`config.mk`:
```
export PLATFORM = sky130hd
export DESIGN_NAME = conv_scan_ctrl
export DESIGN_NICKNAME = d
export VERILOG_FILES = /design/src/rtl/conv_scan_ctrl.sv
export SDC_FILE = /design/constraint.sdc
export NUM_CORES = 1
export LEC_CHECK = 0
export CAP_MARGIN = 40
export CORE_MARGIN = 3
export CORE_UTILIZATION = 35
export CTS_CLUSTER_DIAMETER = 120
export CTS_CLUSTER_SIZE = 16
export DETAILED_ROUTE_END_ITERATION = 8
export GPL_ROUTABILITY_DRIVEN = 0
export REMOVE_ABC_BUFFERS = 1
export SYNTH_ARGS = -nofsm -noshare
export SYNTH_HDL_FRONTEND = slang
export SYNTH_SLANG_ARGS = --single-unit
```
`constraint.sdc`:
```
create_clock -name clk -period 6.75 [get_ports clk]
set_clock_uncertainty 0.1 [all_clocks]
set_input_delay 1.0125 -clock clk [delete_from_list [all_inputs] [get_ports clk]]
set_output_delay 1.0125 -clock clk [all_outputs]
set_load 0.01 [all_outputs]
```
`src/rtl/conv_scan_ctrl.sv`:
```
// Frame sequencer for the 3x3 convolution core: column-of-three source reads, locked core enable
// and window write capture. Define CONV_BORDER_FILL_EN to zero-fill the frame border after a scan.
module conv_scan_ctrl #(
  parameter int unsigned IMG_W  = 352,
  parameter int unsigned IMG_H  = 288,
  parameter int unsigned ADDR_W = 17,
  parameter int unsigned RD_LAT = 1
) (
  input  logic              clk,
  input  logic              rst_n,
  input  logic              start,
  input  logic              hold,
  output logic              rd_en,
  output logic [ADDR_W-1:0] rd_addr,
  output logic              conv_en,
  output logic              wr_en,
  output logic [ADDR_W-1:0] wr_addr,
`ifdef CONV_BORDER_FILL_EN
  output logic              border_sel,
`endif
  output logic              busy,
  output logic              done
);

  localparam int unsigned XW = $clog2(IMG_W);
  localparam int unsigned YW = $clog2(IMG_H);
  localparam logic [XW-1:0]     XLast     = XW'(IMG_W - 1);
  localparam logic [YW-1:0]     YLast     = YW'(IMG_H - 2);
  localparam logic [ADDR_W-1:0] Stride    = ADDR_W'(IMG_W);
  localparam logic [ADDR_W-1:0] CentreOff = ADDR_W'(IMG_W + 1);

  typedef enum logic [2:0] {
    StIdle,
    StFetch,
    StPause,
    StDrain,
    StDone
`ifdef CONV_BORDER_FILL_EN
    , StBorder
`endif
  } state_e;

  state_e            state_q;
  logic [XW-1:0]     x_q;
  logic [YW-1:0]     y_q;
  logic [1:0]        ph_q;
  logic [ADDR_W-1:0] col_q;    // address of row y-1 at column x; steps by one per group
  logic [1:0]        drain_q;

  // Tag pipe travelling with rd_en; its last stage is the core enable.
  logic [RD_LAT-1:0] pv_q;
  logic [1:0]        pph_q [RD_LAT];
  logic [XW-1:0]     px_q  [RD_LAT];
  logic [ADDR_W-1:0] pa_q  [RD_LAT];

  logic              core_wr;
  logic [ADDR_W-1:0] core_addr;

  always_ff @(posedge clk or negedge rst_n) begin
    if (!rst_n) begin
      pv_q <= '0;
      for (int i = 0; i < RD_LAT; i++) begin
        pph_q[i] <= '0;
        px_q[i]  <= '0;
        pa_q[i]  <= '0;
      end
    end else begin
      pv_q[0]  <= rd_en;
      pph_q[0] <= ph_q;
      px_q[0]  <= x_q;
      pa_q[0]  <= rd_addr;
      for (int i = 1; i < RD_LAT; i++) begin
        pv_q[i]  <= pv_q[i-1];
        pph_q[i] <= pph_q[i-1];
        px_q[i]  <= px_q[i-1];
        pa_q[i]  <= pa_q[i-1];
      end
    end
  end

  assign conv_en = pv_q[RD_LAT-1];

  // The ph=2 read sits at (y+1, x); the finished window is centred at (y, x-1).
  always_comb begin
    core_wr   = pv_q[RD_LAT-1] && (pph_q[RD_LAT-1] == 2'd2) && (px_q[RD_LAT-1] >= XW'(2));
    core_addr = pa_q[RD_LAT-1] - CentreOff;
  end

`ifdef CONV_BORDER_FILL_EN
  localparam int unsigned CW = $clog2(IMG_W + IMG_H);
  localparam logic [ADDR_W-1:0] BotRow = ADDR_W'((IMG_H - 1) * IMG_W);

  // Border segments: top row, bottom row, left column, right column.
  logic [1:0]        bseg_q;
  logic [CW-1:0]     bcnt_q;
  logic [CW-1:0]     b_last;
  logic [ADDR_W-1:0] b_step;
  logic [ADDR_W-1:0] b_next;

  always_comb begin
    b_last = bseg_q[1] ? CW'(IMG_H - 3) : CW'(IMG_W - 1);
    b_step = bseg_q[1] ? Stride : ADDR_W'(1);
    unique case (bseg_q)
      2'd0:    b_next = BotRow;
      2'd1:    b_next = Stride;
      default: b_next = Stride + Stride - ADDR_W'(1);
    endcase
  end
`endif

  always_ff @(posedge clk or negedge rst_n) begin
    if (!rst_n) begin
      state_q    <= StIdle;
      x_q        <= '0;
      y_q        <= YW'(1);
      ph_q       <= '0;
      col_q      <= '0;
      drain_q    <= '0;
      rd_en      <= 1'b0;
      rd_addr    <= '0;
      wr_en      <= 1'b0;
      wr_addr    <= '0;
      busy       <= 1'b0;
      done       <= 1'b0;
`ifdef CONV_BORDER_FILL_EN
      border_sel <= 1'b0;
      bseg_q     <= '0;
      bcnt_q     <= '0;
`endif
    end else begin
      wr_en   <= core_wr;
      wr_addr <= core_addr;
      done    <= 1'b0;
      unique case (state_q)
        StIdle: begin
          if (start) begin
            busy    <= 1'b1;
            x_q     <= '0;
            y_q     <= YW'(1);
            ph_q    <= '0;
            col_q   <= '0;
            rd_addr <= '0;
            if (hold) begin
              state_q <= StPause;
            end else begin
              state_q <= StFetch;
              rd_en   <= 1'b1;
            end
          end
        end
        StFetch: begin
          if (ph_q != 2'd2) begin
            ph_q    <= ph_q + 2'd1;
            rd_addr <= rd_addr + Stride;
          end else if (x_q == XLast && y_q == YLast) begin
            rd_en   <= 1'b0;
            drain_q <= '0;
            state_q <= StDrain;
          end else begin
            ph_q    <= '0;
            col_q   <= col_q + ADDR_W'(1);
            rd_addr <= col_q + ADDR_W'(1);
            if (x_q == XLast) begin
              x_q <= '0;
              y_q <= y_q + YW'(1);
            end else begin
              x_q <= x_q + XW'(1);
            end
            // Group boundary: the only point where hold is honoured.
            if (hold) begin
              rd_en   <= 1'b0;
              state_q <= StPause;
            end
          end
        end
        StPause: begin
          if (!hold) begin
            rd_en   <= 1'b1;
            rd_addr <= col_q;
            state_q <= StFetch;
          end
        end
        StDrain: begin
          if (drain_q == 2'(RD_LAT)) begin
`ifdef CONV_BORDER_FILL_EN
            state_q    <= StBorder;
            wr_en      <= 1'b1;
            wr_addr    <= '0;
            border_sel <= 1'b1;
            bseg_q     <= '0;
            bcnt_q     <= '0;
`else
            done    <= 1'b1;
            state_q <= StDone;
`endif
          end else begin
            drain_q <= drain_q + 2'd1;
          end
        end
`ifdef CONV_BORDER_FILL_EN
        StBorder: begin
          if (bcnt_q == b_last) begin
            if (bseg_q == 2'd3) begin
              wr_en      <= 1'b0;
              border_sel <= 1'b0;
              done       <= 1'b1;
              state_q    <= StDone;
            end else begin
              bseg_q  <= bseg_q + 2'd1;
              bcnt_q  <= '0;
              wr_en   <= 1'b1;
              wr_addr <= b_next;
            end
          end else begin
            bcnt_q  <= bcnt_q + CW'(1);
            wr_en   <= 1'b1;
            wr_addr <= wr_addr + b_step;
          end
        end
`endif
        StDone: begin
          busy    <= 1'b0;
          state_q <= StIdle;
        end
        default: state_q <= StIdle;
      endcase
    end
  end

endmodule

```
==> key figures <==
Status
  – Outcome: finished clean

Critical path
  – Reg-to-reg slack, setup: 3.97 ns
  – Worst Setup Start Kind: input pin
  – Crit path capture type: flop
  – Crit. Startpoint: start
  – Worst R2R Path Depth: 5
  – CP Class: in2reg
  – Crit path capture: rd_addr[2]$_DFFE_PN0P_
  – R2R Path Start: y_q[5]$_DFFE_PN0P_
  – Crit-path max FO: 16
  – Critical Path AT: 2.96 ns
  – R2R Path End: rd_addr[2]$_DFFE_PN0P_
  – WP data required: 6.89 ns

Synthesis
  – Top FF cell, synth: dfrtp_1
  – Syn. warnings: 0
  – Post-synthesis instance area: 5370 sq um
  – Post-Synthesis Cells: 534
  – Mean Syn Cell Area: 10.1 sq um
  – List of most frequent post-synthesis cells: dfrtp_1 (107), o21ai_0 (56), nor2_1 (49)
  – Synth top area cells: dfrtp_1 (50%), o21ai_0 (5.2%), xnor2_1 (4.1%)
  – Async set-or-reset flop fraction in the synthesized netlist: 100%
  – Count leader, synth: dfrtp_1
  – Seq/Total Area, Yosys: 50.4%
  – Largest area contributor in the netlist: dfrtp_1
  – Number of synthesized flops with an enable pin: 0
  – Distinct cells, synth: 74
  – Synth top area share: 49.9%
  – Flops & latches, synth: 108

Min path
  – HP Start: pph_q[0]$_DFF_PN0_
  – HP Class: reg2reg

Power
  – Worst vdd rail ir drop: 0.183 mV
  – P_leak: 0.00254 uW
  – P per Cell Area: 454 nW/um^2

Final layout
  – Ratio of cells with drive above 1 in the final layout: 8.20%
  – Area delta synth->final: 16.2%
  – # diodes: 0
  – Nets: 579
  – Cell area after layout: 6240 sq um
  – Layout fillers: 1,404

Floorplanning
  – Die W: 130 um
  – Core area: 14,800 sq um
  – Initial Util: 36.4%
  – Total die area: 16,900 sq um
  – Die H: 130 um
  – Row Count: 44
  – Ports: 43

Global routing
  – GRT Overall Usage: 15.5%
  – Pin count of the biggest net entering global routing: 61
  – GRT Residual Overflow: 0
  – First-pass GRT wire length: 20,700 um
  – Vias in the first global route: 3,896
  – Initial antenna violation count: 0

Route
  – Post-Route WL: 12,400 um
  – Initial DRC count: 338
  – Detailed-route via count: 4,182
  – Routed Antenna Nets: 0
  – # DRC: 0
  – Pre-antenna DRT Iters: 5
  – Vias per Instance: 5.52
  – Routed len/inst: 16.3 um

Timing
  – Worst Tran Pin Value: 0.848 ns
  – Slew Limit Headroom: 43.5%
  – Period utilisation layout: 41.8%
  – Fmax: 0.355 GHz
  – Setup TNS Final: 0 ns
  – Setup-failing EPs final: 0
  – Final Hold Viols: 0
  – Final count of pins violating max slew: 0
  – RSZ-0062 raised after global routing: no
  – Fin Hold WS: 0.306 ns
  – Fin crit period: 2.82 ns

Clock network
  – Post_cts resized: 0
  – CTS tree: done
  – Setup Fix Bufs, Post-CTS: 0
  – Reg clk slew, reported paths: 0.07 ns
  – CTS Hold Bufs: 0
  – Root buffer cell: clkbuf_16
  – Max Root-Sink Buffers: 2
  – Total CTS buffers: 9
  – Worst skew pair latency: 0.35 ns
  – Clk sinks: 108
  – H-tree lvl count: 3

Placed design
  – Placed standard-cell area: 5930 sq um
  – PortBufs: 42
  – Post-DP HPWL: 8580 um

Job
  – # Max-Cap Violations: 0
==> critical path, cell delays in order <==
cell	delay [ns]
clkdlybuf4s50_1	0.59
o21bai_1	0.15
a221oi_4	0.76
nand2_4	0.13
mux2_2	0.30
==> report_power, final <==
part           switching [uW]  internal [uW]
registers                 286            882
clock network             243            300
logic                     596            525
total                    1120           1710
==> stage by stage <==
step	util [%]	total power [uW]	std cells	setup WS (ns)
finish	42.3	2830	757	3.93
CTS	42.3	2850	757	3.93
global route	42.3	3050	757	3.72
global placement	40.1	2250	739	3.32
detailed placement	40.2	2300	741	3.55
floorplan	-	1810	509	4.17
==> layer usage <==
metal	track usage, %	up-vias	wire length, um
met1	22.6	2042	5930
met4	5.56	0	187
met5	0	-	0
li1	-	2009	-
met3	2.42	13	511
met2	23.4	118	5740
==> logic make-up after synthesis <==
family	Yosys count	share of synthesized area (%)
AO/OA/AOI/OAI	142	17.2
multiplexers	11	2.40
flip-flops	108	50.4
buffers and inverters	42	3.66
AND/OR/NAND/NOR	189	19.0
XOR/XNOR	35	5.71
adder cells (fa/ha/maj)	7	1.63
==> cells in the final DEF, fill, tap and decap left out, types with 6 or more instances in the layout <==
cell type,instances
clkdlybuf4s50_1,41
nand2_1,45
nand2b_1,6
clkbuf_16,9
buf_4,7
nor4_1,8
inv_1,17
nor2_1,49
nand4_1,9
nand3_1,18
nor2b_1,6
ha_1,7
a211oi_1,9
xnor2_1,25
a21oi_1,20
o31ai_1,11
dfrtp_1,107
a31oi_1,7
nor3_1,9
o21ai_0,56
xor2_1,10
==> area by class of cell <==
| class | instances | area, sq um | share of cell area (%) |
|---|---|---|---|
| clock buffer | 10 | 239 | 3.83 |
| clock inverter | 6 | 70.1 | 1.12 |
| inverter | 17 | 63.8 | 1.02 |
| multi-input combinational | 384 | 2470 | 39.6 |
| sequential | 108 | 2700 | 43.4 |
| tap | 184 | 230 | 3.69 |
| timing repair buffer | 48 | 463 | 7.42 |
==> worst min path at each step <==
stage,to,slack [ns],cells after the start
2_1_floorplan,wr_en$_DFF_PN0_,0.28,1
3_3_place_gp,wr_en$_DFF_PN0_,0.30,1
3_5_place_dp,wr_en$_DFF_PN0_,0.31,1
4_1_cts,wr_en$_DFF_PN0_,0.31,1
5_1_grt,wr_en$_DFF_PN0_,0.33,1
6_report,wr_en$_DFF_PN0_,0.31,1
==> state kept, by name, summed over array words and instances, names as in the netlist, 2 cells and up <==
name and count:
col_q 17, pa_q 17, rd_addr 17, wr_addr 17, x_q 9, y_q 9
px_q 8, state_q 3, drain_q 2, ph_q 2, pph_q 2
No activity file was read; power rests on OpenSTA's default activity.
